--- config.mk ---
export PLATFORM = sky130hd
export DESIGN_NAME = cosim_array_deserializer
export DESIGN_NICKNAME = d
export VERILOG_FILES = /design/src/rtl/cosim_array_pkg.sv /design/src/rtl/cosim_array_index_counter.sv /design/src/rtl/cosim_array_deserializer.sv
export SDC_FILE = /design/constraint.sdc
export NUM_CORES = 1
export LEC_CHECK = 0
export ABC_AREA = 1
export BUFFER_PORTS_ARGS = -buffer_cell sky130_fd_sc_hd__buf_2
export CAP_MARGIN = 20
export CORE_MARGIN = 2
export CORE_UTILIZATION = 40
export DETAILED_ROUTE_END_ITERATION = 10
export PLACE_DENSITY_LB_ADDON = 0.3
export RECOVER_POWER = 100
export SYNTH_ARGS = -nofsm -noshare
export SYNTH_HDL_FRONTEND = slang
export SYNTH_SLANG_ARGS = --single-unit
--- constraint.sdc ---
create_clock -name clk -period 3.8 [get_ports clk]
set_input_delay 0.19 -clock clk [delete_from_list [all_inputs] [get_ports clk]]
set_output_delay 0.19 -clock clk [all_outputs]
set_load 0.02 [all_outputs]
--- src/rtl/cosim_array_pkg.sv ---
// Shared parameters, element type and FSM state for the cosim array
// deserializer and its index counter.
package cosim_array_pkg;

   localparam int ROWS = 5;
   localparam int COLS = 4;
   localparam int PHI  = 3;
   localparam int PLO  = 2;
   localparam int EW   = PHI * PLO;

   typedef logic [PHI-1:0][PLO-1:0] cosim_elem_t;

   typedef enum logic {
      FILL = 1'b0,
      HOLD = 1'b1
   } state_e;

   // Counter width for a dimension of n entries, never below one bit.
   function automatic int idx_w(input int n);
      return (n > 1) ? $clog2(n) : 1;
   endfunction

endpackage

--- src/rtl/cosim_array_index_counter.sv ---
// Row-major row/col position tracker for the frame being assembled;
// col runs fastest and wraps into the next row.
module cosim_array_index_counter
   import cosim_array_pkg::*;
#(
   parameter int ROWS = cosim_array_pkg::ROWS,
   parameter int COLS = cosim_array_pkg::COLS,
   localparam int RW = idx_w(ROWS),
   localparam int CW = idx_w(COLS)
) (
   input  logic          clk,
   input  logic          reset_n,
   input  logic          inc,
   input  logic          clr,
   output logic [RW-1:0] row,
   output logic [CW-1:0] col,
   output logic          at_last
);

   localparam logic [RW-1:0] ROW_MAX = RW'(ROWS - 1);
   localparam logic [CW-1:0] COL_MAX = CW'(COLS - 1);

   logic [RW-1:0] row_q, row_d;
   logic [CW-1:0] col_q, col_d;

   always_comb begin
      row_d = row_q;
      col_d = col_q;
      if (clr) begin
         row_d = '0;
         col_d = '0;
      end else if (inc) begin
         if (col_q == COL_MAX) begin
            col_d = '0;
            row_d = row_q + 1'b1;
         end else begin
            col_d = col_q + 1'b1;
         end
      end
   end

   always_ff @(posedge clk or negedge reset_n) begin
      if (!reset_n) begin
         row_q <= '0;
         col_q <= '0;
      end else begin
         row_q <= row_d;
         col_q <= col_d;
      end
   end

   assign row     = row_q;
   assign col     = col_q;
   assign at_last = (row_q == ROW_MAX) && (col_q == COL_MAX);

endmodule

--- src/rtl/cosim_array_deserializer.sv ---
// Assembles a stream of packed elements into a whole ROWSxCOLS frame
// and hands it over on an output valid/ready handshake.
module cosim_array_deserializer
   import cosim_array_pkg::*;
#(
   parameter int ROWS = cosim_array_pkg::ROWS,
   parameter int COLS = cosim_array_pkg::COLS,
   parameter int PHI  = cosim_array_pkg::PHI,
   parameter int PLO  = cosim_array_pkg::PLO
) (
   input  logic                    clk,
   input  logic                    reset_n,
   input  logic                    in_valid,
   output logic                    in_ready,
   input  logic [PHI-1:0][PLO-1:0] in_elem,
   input  logic                    in_last,
   output logic                    out_valid,
   input  logic                    out_ready,
   output logic [PHI-1:0][PLO-1:0] out_array [ROWS-1:0][COLS-1:0],
   output logic                    frame_err
);

   localparam int RW = idx_w(ROWS);
   localparam int CW = idx_w(COLS);

   typedef logic [PHI-1:0][PLO-1:0] elem_t;

   state_e        state_q, state_d;
   elem_t         storage_q [ROWS-1:0][COLS-1:0];
   elem_t         storage_d [ROWS-1:0][COLS-1:0];
   logic          frame_err_q, frame_err_d;
   logic          inc, clr, at_last;
   logic [RW-1:0] row;
   logic [CW-1:0] col;

   cosim_array_index_counter #(
      .ROWS (ROWS),
      .COLS (COLS)
   ) u_idx (
      .clk     (clk),
      .reset_n (reset_n),
      .inc     (inc),
      .clr     (clr),
      .row     (row),
      .col     (col),
      .at_last (at_last)
   );

   always_comb begin
      state_d     = state_q;
      storage_d   = storage_q;
      frame_err_d = 1'b0;
      inc         = 1'b0;
      clr         = 1'b0;
      unique case (state_q)
         FILL: begin
            if (in_valid) begin
               storage_d[row][col] = in_elem;
               // Error when in_last disagrees with the frame position.
               frame_err_d = at_last ^ in_last;
               if (at_last) begin
                  clr     = 1'b1;
                  state_d = HOLD;
               end else if (in_last) begin
                  clr       = 1'b1;
                  storage_d = '{default: '0};
               end else begin
                  inc = 1'b1;
               end
            end
         end
         HOLD: begin
            if (out_ready) state_d = FILL;
         end
         default: state_d = FILL;
      endcase
   end

   always_ff @(posedge clk or negedge reset_n) begin
      if (!reset_n) begin
         state_q     <= FILL;
         storage_q   <= '{default: '0};
         frame_err_q <= 1'b0;
      end else begin
         state_q     <= state_d;
         storage_q   <= storage_d;
         frame_err_q <= frame_err_d;
      end
   end

   assign in_ready  = (state_q == FILL);
   assign out_valid = (state_q == HOLD);
   assign out_array = storage_q;
   assign frame_err = frame_err_q;

endmodule
==> results of run 1 <==
==> sequential cells by signal (all words and copies together), names as in the netlist <==
| name | count |
|---|---|
| out_array | 120 |
| frame_err | 1 |
| out_valid | 1 |
| u_idx.row | 3 |
| u_idx.col | 2 |
==> worst max-delay path, stage by stage, from the launching register on <==
cell	delay (ps)
dfrtp_1	430
inv_1	180
ha_1	230
nand3_1	110
nand3_1	410
inv_4	560
buf_16	310
nor2_1	90
==> power by group <==
group          internal (mW)  switching (mW)  leakage, nW
Clock                   1.09           0.566        0.297
Sequential              1.47          0.0782         1.75
Combinational          0.164           0.471         1.94
Total                   2.73            1.12         3.99
==> layer usage <==
layer | up-vias | share of wire | track usage
met5 | - | 0 | 0
met4 | 0 | 0.012 | 0.0640
met3 | 21 | 0.061 | 0.0477
met2 | 157 | 0.45 | 0.318
met1 | 2430 | 0.48 | 0.290
li1 | 2733 | - | -
==> cell usage after synthesis (2+ instances only) <==
library cell / n
nor2_2: 5
buf_2: 10
o21ai_0: 5
nor2_1: 155
inv_2: 3
nand2_1: 370
buf_6: 2
ha_1: 7
dfrtp_1: 127
nand2_2: 3
nand3_1: 13
inv_1: 133
clkbuf_1: 9
==> cell usage in the layout, fill, tap and decap left out, types with 2 or more instances in the layout <==
cell,Yosys,routed
buf_2,10,10
bufinv_16,0,3
clkbuf_1,9,126
clkbuf_16,0,17
clkbuf_8,0,4
clkinv_2,1,4
dfrtp_1,127,127
dlygate4sd3_1,0,2
ha_1,7,7
inv_1,133,135
nand2_1,370,374
nand3_1,13,15
nor2_1,155,159
nor2_2,5,2
o21ai_0,5,5
==> worst max-delay path by stage <==
stage / end / slack, ps / depth (start not counted)
after floorplan: u_idx.row[2]$_DFFE_PN0P_ / 2190 / 7
after global placement: out_array[35]$_DFFE_PN0P_ / 1600 / 6
after detailed placement: out_array[12]$_DFFE_PN0P_ / 1550 / 6
after CTS: out_array[12]$_DFFE_PN0P_ / 1540 / 6
after global routing: out_array[10]$_DFFE_PN0P_ / 1020 / 7
final: out_array[35]$_DFFE_PN0P_ / 1300 / 7
==> final cells by class <==
| class | instances | area [um^2] |
|---|---|---|
| inverter | 139 | 526 |
| sequential | 127 | 3180 |
| tap | 188 | 235 |
| fill | 1534 | 7680 |
| multi-input combinational | 567 | 2230 |
| clock buffer | 25 | 495 |
| clock inverter | 6 | 105 |
| timing repair buffer | 137 | 581 |
==> through the flow <==
step	std cells	setup slack, ps	util	hold WS [ps]
2_1_floorplan	854	2190	-	-106
3_3_place_gp	1155	1600	0.460	297
3_5_place_dp	1155	1550	0.460	291
4_1_cts	1188	1540	0.501	58.2
5_1_grt	1189	1020	0.489	73.4
6_report	1189	1300	0.489	65.1
==> kinds of logic after synthesis <==
group	Yosys count	synth area share
AND/OR/NAND/NOR	552	0.353
buffers and inverters	160	0.104
flip-flops	127	0.522
AO/OA/AOI/OAI	7	0.00596
adder cells (fa/ha/maj)	7	0.0144
XOR/XNOR	1	0.00144
==> what timing repair did <==
item	4_1_cts	5_1_grt
hold buffers	2	0
hold endpoints to repair	56	0
resized for setup	0	0
==> impl_metrics.py, run 1 <==
metrics = {
    "status": {
        "status": "completed",
    },
    "timing": {
        "post-route-period-util": 0.658,
        "tightest_slew_ps": 1440,
        "rsz0062_at_grt": "no",
        "setup_viol": 0,
        "maxSlewViolCount": 0,
        "skew_ps": 7.43,
        "hold_violations": 0,
        "fin_tns_setup_ps": 0,
        "fmaxAchievable_ghz": 0.400,
        "slew_headroom": 0.0401,
        "min_period_ps": 2500,
    },
    "flow_run": {
        "maxCapViolCount": 0,
    },
    "floorplanning": {
        "die_y_um": 127,
        "coreArea_mm2": 0.0150,
        "die_w_um": 127,
        "ios": 134,
        "num_rows": 45,
        "dieArea_mm2": 0.0162,
        "initial_core_util": 0.405,
    },
    "grt": {
        "grt_pass1_vias": 4990,
        "grt_first_pass_wirelength_mm": 26.1,
        "grt_max_degree": 110,
        "antenna_found_initial": 0,
        "grt.total_usage": 0.206,
        "grt_overflow_total": 0,
    },
    "power": {
        "p_leak_nw": 3.99,
        "p_per_area_mw_per_mm2": 523,
        "ir_drop_mv": 0.302,
        "power_mw": 3.85,
    },
    "drt": {
        "wire_per_inst_um": 13.5,
        "vias": 5341,
        "wl_mm": 16.0,
        "drc": 0,
        "vias_per_cell": 4.49,
        "drt-initial-drc-count": 374,
        "firstDrtPassIters": 4,
        "ant_nets": 0,
    },
    "hold_path": {
        "whs_path_depth": 3,
        "worstHoldPathType": "in -> reg",
        "hold_path_end": "frame_err$_DFF_PN0_",
        "worstHoldStart": "in_valid",
    },
    "critical_path": {
        "r2r_start": "u_idx.row[0]$_DFFE_PN0P_",
        "rrSetupSlack_ps": 1300,
        "criticalPathCategory": "reg -> reg",
        "cp_max_fo": 64,
        "r2r-end": "out_array[35]$_DFFE_PN0P_",
        "cp.arrival_ps": 2790,
        "critPathLaunchType": "flip-flop",
        "critPathLaunch": "u_idx.row[0]$_DFFE_PN0P_",
        "r2r_cells": 7,
        "endpoint_kind": "flip-flop",
        "crit_required_ps": 4090,
    },
    "cells_and_area": {
        "area_delta_synth_final_pct": 20.7,
        "final_cell_area_mm2": 0.00735,
        "nets": 1007,
        "drive_gt1_frac": 0.0460,
        "antenna_cells": 0,
    },
    "clocking": {
        "cts_sinks": 127,
        "clk_pin_slew_ps": 50,
        "cts_setup_buffers": 0,
        "clockBufferDepth": 2,
        "htreeDepth": 4,
        "cts-root-buf": "clkbuf_16",
        "cts_made_buffers": 17,
        "tritoncts": "yes",
        "clk_latency_ps": 420,
    },
    "synth": {
        "synth_enable_flop_cells": 0,
        "ys_ff_latch": 127,
        "synth_nets": 872,
        "synth_ff_type": "dfrtp_1",
        "synthCells": 854,
        "netlist_area_mm2": 0.00609,
        "yosysWarnings": 0,
        "synth_cell_types": 25,
        "async_reset_ff_frac": 1.00,
        "synth_area_leader_cell": "dfrtp_1",
        "yosys.area.top_type_share": 0.522,
        "yosysSeqAreaShare": 0.522,
        "synthTopCellsByArea": "dfrtp_1, nand2_1, nor2_1",
        "syn_area_per_cell_um2": 7.13,
    },
    "place": {
        "hpwl_mm": 10.4,
        "numPortBuffers": 133,
        "placement.cell_area_mm2": 0.00691,
        "place.gp.congestion": 0.836,
    },
}
No activity file was read; power rests on OpenSTA's default activity.
==> run 2: changes to the inputs <==
clock period = 2.1 ns   (was 3.8 ns; I/O delays follow)
==> run 2 against run 1 <==
Against the previous run:
- sequential power increased by 81%
- fmax is 34% higher
- design area up 2.0%
- register-to-register slack worse by 1100 ps
- clock power increased by 84%
- global-route usage increased by 0.65 points
- utilization increased by 0.99 points
- routed wire length increased by 3.3%
- first-iteration DRC count is 17% lower
- count of clock-buffer cells in the layout decreased by 3
- non-clock buffer count rose by 13
- critical endpoint is now out_array[19]$_DFFE_PN0P_
==> impl_metrics.py, run 2 (synthesis results as in run 1) <==
metrics = {
    "status": {
        "status": "completed",
    },
    "floorplanning": {
        "dieArea_mm2": 0.0162,
        "die_w_um": 127,
        "ios": 134,
        "die_y_um": 127,
        "initial_core_util": 0.405,
        "num_rows": 45,
        "coreArea_mm2": 0.0150,
    },
    "drt": {
        "vias": 5386,
        "vias_per_cell": 4.48,
        "ant_nets": 0,
        "wl_mm": 16.5,
        "drc": 0,
        "drt-initial-drc-count": 311,
        "firstDrtPassIters": 4,
        "wire_per_inst_um": 13.7,
    },
    "timing": {
        "skew_ps": 4.20,
        "tightest_slew_ps": 1200,
        "rsz0062_at_grt": "no",
        "worst_slack_ps": 229,
        "hold_violations": 0,
        "setup_viol": 0,
        "maxSlewViolCount": 0,
        "fmaxAchievable_ghz": 0.534,
        "min_period_ps": 1870,
        "post-route-period-util": 0.891,
        "slew_headroom": 0.198,
        "fin_tns_setup_ps": 0,
    },
    "cells_and_area": {
        "nets": 1020,
        "area_delta_synth_final_pct": 23.2,
        "final_cell_area_mm2": 0.00750,
        "layout_commonest_cell": "nand2_1",
        "antenna_cells": 0,
        "drive_gt1_frac": 0.0650,
        "largest_reg_flops": 120,
        "final_cell_mix": "nand2_1, nor2_1, inv_1",
        "fin_cells": 1203,
    },
    "grt": {
        "antenna_found_initial": 0,
        "use_met2": 0.330,
        "grt_first_pass_wirelength_mm": 26.9,
        "grtUsageMet3": 0.0427,
        "grt-busiest-layer": "met2",
        "grt.total_usage": 0.213,
        "grt_overflow_total": 0,
        "grt_max_degree": 128,
        "use_met1": 0.294,
        "grt_pass1_vias": 5151,
    },
    "critical_path": {
        "cp.arrival_ps": 2170,
        "crit_chain": "inv_1 -> nand2_2 -> clkinv_2 -> nand3_4 -> inv_4 -> buf_12 -> nor2_1",
        "max_stage_delay_ps": 410,
        "r2r_start": "out_valid$_DFF_PN0_",
        "cp_max_fo": 36,
        "cp_num_buf_inv": 4,
        "endpoint_kind": "flip-flop",
        "critPathLaunch": "out_valid$_DFF_PN0_",
        "critPathLaunchType": "flip-flop",
        "crit_family": "buffers and inverters",
        "criticalPathCategory": "reg -> reg",
        "critPathSlowestCell": "dfrtp_1",
        "crit_required_ps": 2400,
    },
    "clocking": {
        "clockBufferDepth": 2,
        "clk_pin_slew_ps": 60,
        "cts_sinks": 127,
        "tritoncts": "yes",
        "cts-root-buf": "clkbuf_16",
        "cts_resized": 0,
        "htreeDepth": 4,
        "clk_latency_ps": 420,
        "cts_made_buffers": 17,
    },
    "place": {
        "place.gp.congestion": 0.839,
        "placement.cell_area_mm2": 0.00701,
        "place_inst": 1165,
        "numPortBuffers": 133,
        "hpwl_mm": 10.7,
        "pre_cts_ws_ps": 319,
    },
    "power": {
        "p_per_area_mw_per_mm2": 938,
        "p_leak_nw": 4.06,
        "ir_drop_mv": 0.503,
    },
    "hold_path": {
        "worstHoldStart": "in_last",
        "worstHoldPathType": "in -> reg",
    },
    "flow_run": {
        "maxCapViolCount": 0,
    },
}
-- run 2: cell count changes in the layout (fill, tap and decap cells not counted), sizes merged --
cell,delta
buf,+9
dlygate4sd3,+4
clkbuf,-3
clkinv,+2
clkinvlp,+2
-- run 2: area by class of cell --
class / count / area, um^2
Inverter: 139 / 526
Clock buffer: 22 / 484
Fill cell: 1577 / 7530
Timing Repair Buffer: 150 / 687
Tap cell: 188 / 235
Clock inverter: 10 / 134
Sequential cell: 127 / 3180
Multi-Input combinational cell: 567 / 2260
-- run 2: where the power goes --
| group | switching, mW | internal [mW] |
|---|---|---|
| combinational | 0.858 | 0.315 |
| sequential | 0.144 | 2.66 |
| clock | 1.07 | 1.98 |
-- run 2: metrics by stage --
step | power, mW | utilization | hold WS, ps
final | 7.04 | 0.499 | 148
after global routing | 7.38 | 0.499 | 174
after CTS | 7.17 | 0.511 | 136
after detailed placement | 4.08 | 0.466 | 278
after global placement | 4.06 | 0.466 | 282
after floorplan | 3.62 | - | -191
-- run 2: worst min-delay path, delay by kind of cell --
family                 cells  cell delay (ps)
and+or+nand+nor            3              310
buffers and inverters      1              110
-- run 2: path summary, 6_finish.rpt --
kind / cells after the start / slack (ps) / to
min in group asynchronous: 3 / 510 / out_array[83]$_DFFE_PN0P_
max in group asynchronous: 3 / 740 / out_array[8]$_DFFE_PN0P_
min reg2reg: 1 / 490 / frame_err$_DFF_PN0_
max reg2reg: 7 / 230 / out_array[19]$_DFFE_PN0P_
min: 4 / 150 / out_array[69]$_DFFE_PN0P_
max: 7 / 230 / out_array[19]$_DFFE_PN0P_
-- run 2: routing by layer --
layer	routed length (um)	share of wire
met5	0	0
met4	147	0.0089
met3	865	0.052
met1	7870	0.48
met2	7650	0.46
-- run 2: what timing repair did --
item                                   4_1_cts  5_1_grt
buffers inserted                             0        0
endpoints found under the hold margin      139        0
hold buffers                                 6        0
==> run 3: changes to the inputs <==
ABC_AREA = not set   (was 1)
GPL_TIMING_DRIVEN = 1   (was not set)
PLACE_DENSITY_LB_ADDON = not set   (was 0.3)
==> run 3 against run 2 <==
Against the previous run:
- area after synthesis down 4.7%
- utilization fell by 0.51 points
- count of clock-buffer cells in the layout stayed put
- flip-flop and latch count stayed put
- register-to-register slack hardly changed
- sequential power is 7.8% lower
- clock skew rose by 10 ps
- clock power is 3% lower
- routed wire length is 6.5% higher
- combinational power shrank 37%
- critical endpoint is now out_array[35]$_DFFE_PN0P_
==> impl_metrics.py, run 3 <==
metrics = {
    "status": {
        "status": "completed",
    },
    "drt": {
        "vias": 5348,
        "drt-initial-drc-count": 498,
        "vias_per_cell": 5.76,
        "firstDrtPassIters": 5,
        "wire_per_inst_um": 19.0,
        "ant_nets": 0,
        "drc": 0,
        "wl_mm": 17.6,
    },
    "clocking": {
        "cts_made_buffers": 17,
        "clk_pin_slew_ps": 60,
        "htreeDepth": 4,
        "cts_setup_buffers": 0,
        "clockBufferDepth": 2,
        "tritoncts": "yes",
        "cts-root-buf": "clkbuf_16",
        "cts_sinks": 127,
        "clk_latency_ps": 410,
        "hold_buffers": 2,
        "cts_resized": 0,
    },
    "floorplanning": {
        "dieArea_mm2": 0.0155,
        "num_rows": 44,
        "die_w_um": 124,
        "die_y_um": 124,
        "coreArea_mm2": 0.0144,
        "initial_core_util": 0.404,
        "ios": 134,
    },
    "cells_and_area": {
        "antenna_cells": 0,
        "final_cell_mix": "clkbuf_1, dfrtp_1, nand3_1",
        "final_cell_area_mm2": 0.00710,
        "nets": 749,
        "fillers": 1404,
        "fin_cells": 928,
        "drive_gt1_frac": 0.102,
        "largest_reg_flops": 120,
        "area_delta_synth_final_pct": 22.3,
    },
    "synth": {
        "async_reset_ff_frac": 1.00,
        "syn_area_per_cell_um2": 9.27,
        "yosys.area.top_type_share": 0.547,
        "ys_ff_latch": 127,
        "netlist_area_mm2": 0.00581,
        "yosysWarnings": 0,
        "synth_cell_types": 27,
        "yosysSeqAreaShare": 0.547,
        "synth_most_common_cell": "dfrtp_1",
        "synth_nets": 644,
        "synthTopCellsByArea": "dfrtp_1, nand3_1, o21ai_0",
        "synth_area_leader_cell": "dfrtp_1",
        "synth_enable_flop_cells": 0,
        "synthCells": 626,
        "synth.top_cells.by_count": "dfrtp_1, nand3_1, o21ai_0",
        "synth_ff_type": "dfrtp_1",
    },
    "power": {
        "p_leak_nw": 2.89,
        "ir_drop_mv": 0.526,
        "p_per_area_mw_per_mm2": 888,
    },
    "place": {
        "place_inst": 894,
        "hpwl_mm": 11.0,
        "placement.cell_area_mm2": 0.00664,
        "place.gp.congestion": 0.798,
        "numPortBuffers": 133,
    },
    "grt": {
        "grt_first_pass_wirelength_mm": 27.9,
        "grt_pass1_vias": 5087,
        "antenna_found_initial": 0,
        "grt_max_degree": 79,
        "grt_overflow_total": 0,
        "grt.total_usage": 0.223,
    },
    "critical_path": {
        "endpoint_kind": "flip-flop",
        "rrSetupSlack_ps": 230,
        "crit_required_ps": 2430,
        "cp.arrival_ps": 2190,
        "cp_max_fo": 24,
        "crit_chain": "buf_4 -> nor4bb_4 -> buf_2 -> nand3_1 -> a21oi_1",
        "critPathSlowestCell": "buf_2",
        "critPathLaunchType": "flip-flop",
        "criticalPathCategory": "reg -> reg",
        "max_stage_delay_ps": 500,
    },
    "timing": {
        "hold_violations": 0,
        "rsz0062_at_grt": "no",
        "tightest_slew_ps": 985,
        "post-route-period-util": 0.889,
        "slew_headroom": 0.343,
        "maxSlewViolCount": 0,
        "fmaxAchievable_ghz": 0.536,
        "setup_viol": 0,
        "fin_tns_setup_ps": 0,
        "skew_ps": 14.7,
        "min_period_ps": 1870,
    },
    "flow_run": {
        "maxCapViolCount": 0,
    },
    "hold_path": {
        "worstHoldPathType": "in -> reg",
    },
}
==> run 3: cell count changes after synthesis, moves of 5 or more <==
cell and delta:
nand2_1 -365, nor2_1 -153, inv_1 -126, a21oi_1 +119
o21ai_0 +117, nand3_1 +111, buf_2 +22, clkbuf_1 +19
buf_4 +13, o21ai_1 +6, buf_1 +5, nor2_2 -5
==> run 3: final cells by class <==
type | count | area (um^2) | area share
Sequential cell | 127 | 3180 | 0.448
Tap cell | 184 | 230 | 0.0324
Timing Repair Buffer | 164 | 778 | 0.110
Clock buffer | 22 | 464 | 0.0654
Multi-Input combinational cell | 414 | 2280 | 0.322
Clock inverter | 10 | 136 | 0.0192
Inverter | 7 | 26.3 | 0.00370
==> run 3: final timing paths <==
kind	start	cells past startpoint	to
max	out_valid$_DFF_PN0_	5	out_array[35]$_DFFE_PN0P_
max in group asynchronous	reset_n	3	out_array[1]$_DFFE_PN0P_
min reg2reg	out_array[11]$_DFFE_PN0P_	2	out_array[11]$_DFFE_PN0P_
min	in_last	4	frame_err$_DFF_PN0_
min in group asynchronous	reset_n	2	out_array[53]$_DFFE_PN0P_
max reg2reg	out_valid$_DFF_PN0_	5	out_array[35]$_DFFE_PN0P_
==> run 3: critical path: cells and delay by family, from the launching register on <==
family	cells	cell delay (ps)
compound gates	1	170
buf+inv	2	740
flops	1	470
simple gates	2	390
==> run 3: logic make-up (layout without fill, tap and decap cells) <==
logic type | Yosys count | in the layout | synth area share
and+or+nand+nor | 157 | 157 | 0.151
AOI/OAI and AO/OA | 250 | 250 | 0.216
DFF | 127 | 127 | 0.547
adders and majority gates | 7 | 7 | 0.0151
buffers and inverters | 85 | 203 | 0.0703
==> run 3: where the power goes <==
| group | internal (mW) | switching, mW |
|---|---|---|
| sequential | 2.53 | 0.0572 |
| combinational | 0.199 | 0.537 |
| clock | 1.92 | 1.06 |
==> run 3: stage by stage <==
step	hold WS (ps)	power, mW	utilization	worst slack (ps)
2_1_floorplan	-191	3.07	-	530
3_3_place_gp	96.8	3.37	0.462	377
3_5_place_dp	100	3.38	0.462	263
4_1_cts	109	6.37	0.505	250
5_1_grt	138	6.54	0.494	70.5
6_report	131	6.30	0.494	234
==> run 3: metal layers <==
| metal | share of wire | vias up | wire [um] | global-route usage |
|---|---|---|---|---|
| li1 | - | 2433 | - | - |
| met1 | 0.43 | 2660 | 7540 | 0.312 |
| met2 | 0.49 | 241 | 8580 | 0.356 |
| met3 | 0.075 | 14 | 1330 | 0.0503 |
| met4 | 0.0099 | 0 | 174 | 0.0522 |
| met5 | 0 | - | 0 | 0 |
